--- config.mk ---
export PLATFORM = sky130hd
export DESIGN_NAME = midi_decoder_flat
export DESIGN_NICKNAME = d
export VERILOG_FILES = /design/src/rtl/midi_decoder_if.sv /design/src/rtl/midi_decoder.sv /design/src/flat_wrapper.sv
export SDC_FILE = /design/constraint.sdc
export NUM_CORES = 1
export LEC_CHECK = 0
export ABC_AREA = 1
export ABC_CLOCK_PERIOD_IN_PS = 1300
export CAP_MARGIN = 20
export CORE_MARGIN = 2
export CORE_UTILIZATION = 39
export CTS_CLUSTER_SIZE = 25
export DETAILED_ROUTE_END_ITERATION = 6
export GPL_ROUTABILITY_DRIVEN = 0
export GPL_TIMING_DRIVEN = 0
export HOLD_SLACK_MARGIN = 0.06
export MAX_ROUTING_LAYER = met4
export RECOVER_POWER = 25
export SLEW_MARGIN = 15
export SYNTH_ARGS = -nofsm -noshare
export SYNTH_HDL_FRONTEND = slang
export SYNTH_SLANG_ARGS = --single-unit
--- constraint.sdc ---
create_clock -name clk -period 1.3 [get_ports clk]
set_input_delay 0.195 -clock clk [delete_from_list [all_inputs] [get_ports clk]]
set_output_delay 0.195 -clock clk [all_outputs]
set_load 0.005 [all_outputs]
--- src/rtl/midi_decoder_if.sv ---
// MIDI command encoding shared by the decoder and its consumers, plus the
// byte-in / message-out bus between the UART receiver, decoder and voices.
package midi_pkg;
  localparam int MIDI_CMD_SIZE = 3;
  localparam logic [MIDI_CMD_SIZE-1:0] MIDI_CMD_NOTE_OFF    = 3'd0;
  localparam logic [MIDI_CMD_SIZE-1:0] MIDI_CMD_NOTE_ON     = 3'd1;
  localparam logic [MIDI_CMD_SIZE-1:0] MIDI_CMD_POLY_AT     = 3'd2;
  localparam logic [MIDI_CMD_SIZE-1:0] MIDI_CMD_CTRL_CHANGE = 3'd3;
  localparam logic [MIDI_CMD_SIZE-1:0] MIDI_CMD_PROG_CHANGE = 3'd4;
  localparam logic [MIDI_CMD_SIZE-1:0] MIDI_CMD_CHAN_AT     = 3'd5;
  localparam logic [MIDI_CMD_SIZE-1:0] MIDI_CMD_PITCH_BEND  = 3'd6;
  localparam logic [MIDI_CMD_SIZE-1:0] MIDI_CMD_SYSTEM      = 3'd7;
endpackage

interface midi_decoder_if;
  import midi_pkg::*;
  logic                     rx_rdy;
  logic [7:0]               rx_data;
  logic                     midi_rdy;
  logic [MIDI_CMD_SIZE-1:0] midi_cmd;
  logic [3:0]               midi_ch_sysn;
  logic [6:0]               midi_data0;
  logic [6:0]               midi_data1;

  modport master (output rx_rdy, rx_data,
                  input  midi_rdy, midi_cmd, midi_ch_sysn, midi_data0, midi_data1);
  modport slave  (input  rx_rdy, rx_data,
                  output midi_rdy, midi_cmd, midi_ch_sysn, midi_data0, midi_data1);
endinterface

--- src/rtl/midi_decoder.sv ---
// MIDI byte-stream parser: running status, interleaved real-time bytes and
// SysEx skipping; emits one registered message strobe per completed message.
module midi_decoder #(
  parameter bit VEL0_NOTE_OFF = 1'b1
) (
  input  logic            clk,
  input  logic            reset,
  midi_decoder_if.slave   bus
);
  import midi_pkg::*;

  localparam logic [1:0] WAIT_STATUS = 2'd0;
  localparam logic [1:0] WAIT_D0     = 2'd1;
  localparam logic [1:0] WAIT_D1     = 2'd2;
  localparam logic [1:0] SYSEX       = 2'd3;

  logic [1:0]               state_r, state_n_s;
  logic [7:0]               status_r, status_n_s;
  logic [7:0]               run_status_r, run_status_n_s;
  logic                     run_valid_r, run_valid_n_s;
  logic [6:0]               data0_r, data0_n_s;
  logic                     emit_s;
  logic [7:0]               emit_st_s;
  logic [6:0]               emit_d0_s, emit_d1_s;
  logic                     midi_rdy_r;
  logic [MIDI_CMD_SIZE-1:0] midi_cmd_r;
  logic [3:0]               midi_ch_sysn_r;
  logic [6:0]               midi_data0_r, midi_data1_r;

  function automatic logic one_data(input logic [7:0] st);
    one_data = (st[7:4] == 4'hC) || (st[7:4] == 4'hD) || (st == 8'hF1) || (st == 8'hF3);
  endfunction

  // Note-on with zero velocity folds to note-off only in the reported command.
  function automatic logic [MIDI_CMD_SIZE-1:0] cmd_of(input logic [7:0] st, input logic [6:0] d1);
    if (st[7:4] == 4'hF) begin
      cmd_of = MIDI_CMD_SYSTEM;
    end else if (VEL0_NOTE_OFF && (st[7:4] == 4'h9) && (d1 == 7'd0)) begin
      cmd_of = MIDI_CMD_NOTE_OFF;
    end else begin
      cmd_of = st[6:4];
    end
  endfunction

  // Parser next-state and emit decision for the byte presented this cycle.
  always_comb begin
    state_n_s      = state_r;
    status_n_s     = status_r;
    run_status_n_s = run_status_r;
    run_valid_n_s  = run_valid_r;
    data0_n_s      = data0_r;
    emit_s         = 1'b0;
    emit_st_s      = status_r;
    emit_d0_s      = 7'd0;
    emit_d1_s      = 7'd0;
    if (!bus.rx_rdy) begin
      emit_s = 1'b0;
    end else if (bus.rx_data[7:3] == 5'b11111) begin
      // real-time: report and leave every piece of parser state untouched
      emit_s    = 1'b1;
      emit_st_s = bus.rx_data;
    end else if (bus.rx_data[7]) begin
      case (bus.rx_data)
        8'hF0: begin
          state_n_s     = SYSEX;
          run_valid_n_s = 1'b0;
        end
        8'hF4, 8'hF5, 8'hF7: begin
          state_n_s     = WAIT_STATUS;
          run_valid_n_s = 1'b0;
        end
        8'hF6: begin
          state_n_s = WAIT_STATUS;
          emit_s    = 1'b1;
          emit_st_s = bus.rx_data;
        end
        default: begin
          status_n_s = bus.rx_data;
          state_n_s  = WAIT_D0;
          if (bus.rx_data[7:4] != 4'hF) begin
            run_status_n_s = bus.rx_data;
            run_valid_n_s  = 1'b1;
          end else begin
            run_valid_n_s  = run_valid_r;
          end
        end
      endcase
    end else begin
      case (state_r)
        WAIT_STATUS: begin
          if (run_valid_r) begin
            status_n_s = run_status_r;
            data0_n_s  = bus.rx_data[6:0];
            emit_st_s  = run_status_r;
            emit_d0_s  = bus.rx_data[6:0];
            if (one_data(run_status_r)) begin
              emit_s = 1'b1;
            end else begin
              state_n_s = WAIT_D1;
            end
          end else begin
            state_n_s = WAIT_STATUS;
          end
        end
        WAIT_D0: begin
          data0_n_s = bus.rx_data[6:0];
          emit_d0_s = bus.rx_data[6:0];
          if (one_data(status_r)) begin
            emit_s    = 1'b1;
            state_n_s = WAIT_STATUS;
          end else begin
            state_n_s = WAIT_D1;
          end
        end
        WAIT_D1: begin
          emit_s    = 1'b1;
          emit_d0_s = data0_r;
          emit_d1_s = bus.rx_data[6:0];
          state_n_s = WAIT_STATUS;
        end
        SYSEX: begin
          state_n_s = SYSEX;
        end
        default: begin
          state_n_s = WAIT_STATUS;
        end
      endcase
    end
  end

  // Parser state registers.
  always_ff @(posedge clk or negedge reset) begin
    if (!reset) begin
      state_r      <= WAIT_STATUS;
      status_r     <= 8'd0;
      run_status_r <= 8'd0;
      run_valid_r  <= 1'b0;
      data0_r      <= 7'd0;
    end else begin
      state_r      <= state_n_s;
      status_r     <= status_n_s;
      run_status_r <= run_status_n_s;
      run_valid_r  <= run_valid_n_s;
      data0_r      <= data0_n_s;
    end
  end

  // Output message registers, held between emits.
  always_ff @(posedge clk or negedge reset) begin
    if (!reset) begin
      midi_rdy_r     <= 1'b0;
      midi_cmd_r     <= '0;
      midi_ch_sysn_r <= 4'd0;
      midi_data0_r   <= 7'd0;
      midi_data1_r   <= 7'd0;
    end else begin
      midi_rdy_r <= emit_s;
      if (emit_s) begin
        midi_cmd_r     <= cmd_of(emit_st_s, emit_d1_s);
        midi_ch_sysn_r <= emit_st_s[3:0];
        midi_data0_r   <= emit_d0_s;
        midi_data1_r   <= emit_d1_s;
      end
    end
  end

  assign bus.midi_rdy     = midi_rdy_r;
  assign bus.midi_cmd     = midi_cmd_r;
  assign bus.midi_ch_sysn = midi_ch_sysn_r;
  assign bus.midi_data0   = midi_data0_r;
  assign bus.midi_data1   = midi_data1_r;
endmodule
--- src/flat_wrapper.sv ---
// flat-port wrapper written by rule: the top's interface ports become plain ports
module midi_decoder_flat import midi_pkg::*;
#(
  parameter bit VEL0_NOTE_OFF = 1'b1
)
  (clk, reset, bus_rx_rdy, bus_rx_data, bus_midi_rdy, bus_midi_cmd, bus_midi_ch_sysn, bus_midi_data0, bus_midi_data1);
  midi_decoder_if bus_i ();
  input  logic clk;
  input  logic reset;
  input wire logic [$bits(bus_i.rx_rdy)-1:0] bus_rx_rdy;
  input wire logic [$bits(bus_i.rx_data)-1:0] bus_rx_data;
  output wire logic [$bits(bus_i.midi_rdy)-1:0] bus_midi_rdy;
  output wire logic [$bits(bus_i.midi_cmd)-1:0] bus_midi_cmd;
  output wire logic [$bits(bus_i.midi_ch_sysn)-1:0] bus_midi_ch_sysn;
  output wire logic [$bits(bus_i.midi_data0)-1:0] bus_midi_data0;
  output wire logic [$bits(bus_i.midi_data1)-1:0] bus_midi_data1;
  assign bus_i.rx_rdy = bus_rx_rdy;
  assign bus_i.rx_data = bus_rx_data;
  assign bus_midi_rdy = bus_i.midi_rdy;
  assign bus_midi_cmd = bus_i.midi_cmd;
  assign bus_midi_ch_sysn = bus_i.midi_ch_sysn;
  assign bus_midi_data0 = bus_i.midi_data0;
  assign bus_midi_data1 = bus_i.midi_data1;
  midi_decoder #(.VEL0_NOTE_OFF(VEL0_NOTE_OFF)) u_core (.clk(clk), .reset(reset), .bus(bus_i));
endmodule
==> results of run 1 <==
==> metal layers <==
metal / part of all wire (%) / global-route usage (%) / vias to the layer above
li1: - / - / 1239
met1: 46 / 31.1 / 1195
met2: 46 / 32.0 / 69
met3: 5.2 / 3.60 / 15
met4: 2.2 / 7.79 / 0
met5: 0 / - / -
==> power breakdown <==
part	internal (mW)	switching [mW]	total, mW	leakage, nW
registers	1.88	0.246	2.12	0.594
logic	1.04	1.01	2.04	1.24
clock network	0.486	0.493	0.979	0.0515
==> registers in the layout (all words and copies together) (netlist names) <==
signal and flops:
u_core.bus.midi_rdy 1, u_core.bus.midi_data1 7, u_core.state_r 2, u_core.data0_r 7
u_core.status_r 8, u_core.bus.midi_cmd 3, u_core.run_valid_r 1, u_core.run_status_r 8
u_core.bus.midi_ch_sysn 4, u_core.bus.midi_data0 7
==> worst max-delay path: stages (launching register included) <==
cell and delay [ps]:
dfrtp_2 480, nor2_4 150, nand2_2 90, buf_4 170
a21oi_1 110, o21ai_1 100, o211ai_1 130, nor2_1 90
nor2_2 100
==> cells in the final DEF (no fill, tap or decap), types with 2 or more instances in the layout <==
cell type / instances
nand2_1: 94
dfrtp_1: 46
buf_4: 37
dlygate4sd2_1: 26
nor2_1: 25
inv_1: 24
o21ai_0: 16
o21ai_1: 15
nand2_2: 14
buf_6: 11
o21ai_2: 10
inv_2: 9
nand3_1: 9
a21oi_1: 9
a22oi_1: 8
nor2_2: 7
clkbuf_8: 7
nor2_4: 6
o211ai_1: 6
nand3_2: 3
nand2_4: 3
a21oi_2: 3
clkbuf_2: 2
inv_4: 2
clkbuf_1: 2
clkdlybuf4s15_1: 2
dfrtp_2: 2
==> repair_timing <==
item,CTS,global route
hold buffers,1,0
endpoints found under the setup margin,70,41
hold endpoints to repair,23,0
setup buffers,34,5
gates resized for setup,65,33
pin swaps,18,5
gates cloned,3,0
==> worst min-delay path by stage <==
stage,from,end
3_3_place_gp,u_core.bus.midi_data1[2],u_core.bus.midi_data1[2]
5_1_grt,bus_rx_data[1],u_core.bus.midi_data1[1]
4_1_cts,bus_rx_data[6],u_core.bus.midi_data1[6]
3_5_place_dp,reset,u_core.bus.midi_data1[3]
6_report,bus_rx_data[1],u_core.bus.midi_data1[1]
2_1_floorplan,reset,u_core.bus.midi_ch_sysn[0]
==> synthesized netlist by cell type, types with 2 or more instances <==
cell      instances
nor2_4            3
o21ai_0          32
nor3_1            2
inv_1            28
o21ai_1           8
o31ai_1           2
buf_4             3
nand2_2           6
nor2_2            5
a22oi_1           8
nand3_1          11
clkbuf_1          2
a21oi_1          12
buf_6             3
nor2_1           30
dfrtp_1          48
inv_2             6
buf_2             2
o211ai_1          6
nand2_1         104
==> metrics by stage <==
step           hold slack (ps)  instance area, sq um
6_report                   280                  3550
5_1_grt                    301                  3550
4_1_cts                    372                  3440
3_5_place_dp               226                  3000
3_3_place_gp               460                  2980
2_1_floorplan             -101                  2560
==> final cells by class <==
type	instances	area, sq um	area share, %
multi-input cells	238	1270	35.7
flip-flops and latches	48	1200	33.9
repair buffers	75	643	18.1
inverters	35	136	3.84
plain buffers	11	104	2.92
clock buffers	8	100	2.82
well taps	77	96.3	2.71
==> cell families (layout without fill, tap and decap cells) <==
family / Yosys count / count (layout) / synth area share [%]
and+or+nand+nor: 165 / 165 / 27.6
DFF: 48 / 48 / 47.0
AOI/OAI and AO/OA: 73 / 73 / 16.7
buffers and inverters: 46 / 129 / 8.72
==> flow_summary.toml, run 1 <==
[die]
die_w_um = 84.9
die_h_um = 84.9
core-area_sq_um = 6350
boundaryPins = 33
die_area_sq_um = 7210
start_util_pct = 40.2
row_count = 29

[clocking]
cts.clk_slew.worst_paths_ps = 90
cts-root-buf = "clkbuf_8"
cts-htree-levels = 2
cts_buffers = 5
clock_latency_ps = 300
cts_sinks = 48
tritoncts = "built"
clockBufferDepth = 2

[sta]
period_needed_ps = 1490
fmax_mhz = 670
slew_violations = 0
finalCritPeriodShare_pct = 115
hold_viol_final = 0
relSlewSlack_pct = 57.3
finalSetupViolations = 35
fin_skew_ps = 12.8
rsz0062_at_grt = "yes"
fin_ws_ps = -193
fin_setup_tns_ps = -4130
worstMarginPinSlew_ps = 640

[flow_run]
drv_cap = 0

[final_layout]
fillers = 602
final_cells = 492
finalNetCount = 425
num_antenna_cells = 0
final_util_pct = 55.9
syn_to_final_growth_pct = 39.0
drive_gt1_share_pct = 29.6

[synthesis]
synth.avg_cell_area_sq_um = 7.70
synth_nets = 343
post-synth-top-area-fraction_pct = 47.0
synthCells = 332
synth_seq_cells = 48
synth_edf_count = 0
synthDistinctLibCells = 31
synthesis.area_sq_um = 2550
synth_ff_type = "dfrtp_1"
async_flop_share_pct = 100
yosys_warnings = 0
synth_area_leaders = "dfrtp_1 (47%), nand2_1 (15%), o21ai_0 (6.3%)"
synth_top_cell_by_area = "dfrtp_1"
synth_seq_area_share_pct = 47.0

[grt]
antenna_found_initial = 0
gr-total-overflow = 0
track_usage_pct = 22.0
grt_max_degree = 26
grt_pass1_vias = 2416
grt_pass1_wl_um = 12200

[setup_path]
crit_path_start_kind = "flip-flop"
worstSetupPathType = "reg -> reg"
required_ps = 1530
reg2reg_from = "u_core.state_r[0]"
worstReg2RegEnd = "u_core.bus.midi_ch_sysn[2]"
crit_start = "u_core.state_r[0]"
arrival_ps = 1730
critPathCaptureType = "flip-flop"
crit_end = "u_core.bus.midi_ch_sysn[2]"
worst_r2r_path_depth = 8
r2r_slack_ps = -190
critPathMaxFanout = 5

[min_path]
hp-class = "in -> reg"
min_delay_path_depth = 3

[detailed_routing]
drtIter0Drc = 141
num_vias = 2518
viasPerCell = 5.12
drc_errors = 0
wl_um = 7420
drtAntennaViolNets = 0
wire_per_inst_um = 15.1
firstDrtPassIters = 4

[place]
dp_slack_ps = -746
portBuffers = 32
dp_hpwl_um = 4980
dpl.cell_count = 442

[status]
status = "finished with violations"
violations = "negative setup slack"

[pwr]
peakVddDrop_uv = 824
p_total_mw = 5.14
p_leak_nw = 1.89
powerDensity_nw_per_um2 = 1450
Note: power is estimated with default switching activity, not from simulation.
==> run 2, diff against run 1 <==
--- a/config.mk
+++ b/config.mk
@@ -17,6 +17,7 @@
 export HOLD_SLACK_MARGIN = 0.06
 export MAX_ROUTING_LAYER = met4
 export RECOVER_POWER = 25
+export SKIP_CTS_REPAIR_TIMING = 1
 export SLEW_MARGIN = 15
 export SYNTH_ARGS = -nofsm -noshare
 export SYNTH_HDL_FRONTEND = slang
==> run 2 against run 1 <==
Effect of this change:
- the run still ends with negative setup slack left
- worst setup slack lost 58 ps
- sequential share of layout area shrank 2.6 points
- wire length up 4.4%
- clock power about the same
- clock skew increased by 1.7 ps
- critical endpoint is now u_core.bus.midi_ch_sysn[0]
==> flow_summary.toml, run 2 (synthesis gave the netlist of run 1 again) <==
[detailed_routing]
drtAntennaViolNets = 0
drtIter0Drc = 175
viasPerCell = 5.14
num_vias = 2554
drc_errors = 0
wl_um = 7750
firstDrtPassIters = 4
wire_per_inst_um = 15.6

[min_path]
hp-class = "in -> reg"

[die]
row_count = 29
core-area_sq_um = 6350
start_util_pct = 40.2
die_h_um = 84.9
die_area_sq_um = 7210
boundaryPins = 33
die_w_um = 84.9

[final_layout]
drive_gt1_share_pct = 36.0
final_cell_mix = "nand2_1 (76), dfrtp_1 (46), buf_4 (37), dlymetal6s2s_1 (28), nand2_2 (27)"
syn_to_final_growth_pct = 50.5
layout_commonest_cell = "nand2_1"
num_antenna_cells = 0
final_util_pct = 60.6
design_area_sq_um = 3840
fillers = 554
multi_input_area_sq_um = 1370
finalNetCount = 430
reg_top3 = "u_core.run_status_r: 8 flops, u_core.status_r: 8 flops"
register_area_sq_um = 1200
final_cells = 497

[status]
status = "finished with violations"
violations = "negative setup slack"

[pwr]
power_frac_comb_pct = 43.2
clockPowerShare_pct = 17.8
switchingPower_mw = 1.86
p_int_mw = 3.63
swShare_pct = 33.9
powerDensity_nw_per_um2 = 1430
peakVddDrop_uv = 877
power_frac_seq_pct = 39.0
p_total_mw = 5.49
p_leak_nw = 2.25

[clocking]
cts_buffers = 5
cts-htree-levels = 2
cts.clk_slew.worst_paths_ps = 100
tritoncts = "built"
cts_sinks = 48
cts-root-buf = "clkbuf_8"
clock_latency_ps = 310
clockBufferDepth = 2

[sta]
finalSetupViolations = 37
hold_viol_final = 0
fin_skew_ps = 14.6
holdWs_ps = 251
slew_violations = 0
period_needed_ps = 1550
fin_ws_ps = -251
relSlewSlack_pct = 56.6
fmax_mhz = 645
rsz0062_at_grt = "yes"
worstMarginPinSlew_ps = 651
finalCritPeriodShare_pct = 119

[place]
dp_hpwl_um = 4980
dpl.cell_count = 442
portBuffers = 32
place_area_sq_um = 3000

[setup_path]
max_stage_delay_ps = 500
crit_path_cell_trace = "nor2_4 -> nand2_2 -> buf_6 -> o21ai_1 -> nor2_1 -> nand2_1 -> o211ai_1 -> nor2_1 -> nor2_1"
required_ps = 1490
critPathMaxFanout = 10
crit_buf_inv = 1
critPathCaptureType = "flip-flop"
crit_path_start_kind = "flip-flop"
crit_path_frequent_cell = "nor2_1"
arrival_ps = 1740
cpLargestDelayFamily = "simple AND/OR/NAND/NOR gates"
worstSetupPathType = "reg -> reg"
crit_slowest_cell = "dfrtp_2"

[grt]
grt_max_degree = 26
grt_pass1_vias = 2134
gr-total-overflow = 0
grt_pass1_wl_um = 11000
antenna_found_initial = 0
track_usage_pct = 19.9

[flow_run]
drv_cap = 0
[run 2: changes by cell type in the layout (fill, tap and decap cells not counted), sizes merged]
cell	change
buf	+1
nand2	+1
clkdlybuf4s50	-1
dlygate4sd2	-26
clkdlybuf4s15	-3
dlymetal6s2s	+27
clkbuf	+6
[run 2: worst min-delay path, cell delays in order]
cell,delay (ps)
clkbuf_2,150
inv_1,110
o21ai_2,60
[run 2: layer usage]
metal | GRT usage [%] | wire [um] | up-vias
li1 | - | - | 1251
met1 | 30.2 | 3650 | 1230
met2 | 27.1 | 3670 | 58
met3 | 3.50 | 304 | 15
met4 | 5.92 | 130 | 0
met5 | - | 0 | -
[run 2: cell type report]
| class | instances | area share [%] |
|---|---|---|
| buffer | 11 | 2.83 |
| clock buffer | 8 | 2.60 |
| inverter | 35 | 3.74 |
| multi-input combinational | 239 | 35.7 |
| sequential | 48 | 31.3 |
| tap | 77 | 2.51 |
| timing repair buffer | 79 | 21.3 |
[run 2: worst paths after layout]
kind / start / to / slack [ps] / depth (start not counted)
worst max-delay path: u_core.state_r[1] / u_core.bus.midi_ch_sysn[0] / -250 / 9
worst min-delay path: bus_rx_data[4] / u_core.data0_r[4] / 250 / 3
worst max register to register: u_core.state_r[1] / u_core.bus.midi_ch_sysn[0] / -250 / 9
worst min register to register: u_core.bus.midi_data1[2] / u_core.bus.midi_data1[2] / 480 / 2
max in group asynchronous: reset / u_core.status_r[5] / 280 / 3
min in group asynchronous: reset / u_core.bus.midi_data1[3] / 460 / 2
[run 2: power by group through the flow]
stage	Clock [mW]	Sequential [mW]	Combinational, mW
final	0.980	2.14	2.37
after global routing	1.08	2.18	2.59
after CTS	1.00	2.13	1.60
after detailed placement	0	2.16	1.60
after global placement	0	2.15	1.58
after floorplan	0	2.13	0.823
[run 2: metrics by stage]
step           worst slack (ps)  TNS (ps)
3_3_place_gp              -1550    -96270
2_1_floorplan             -41.4      -571
5_1_grt                    -317     -7810
4_1_cts                    -424    -16480
6_report                   -251     -5130
3_5_place_dp               -746    -30090
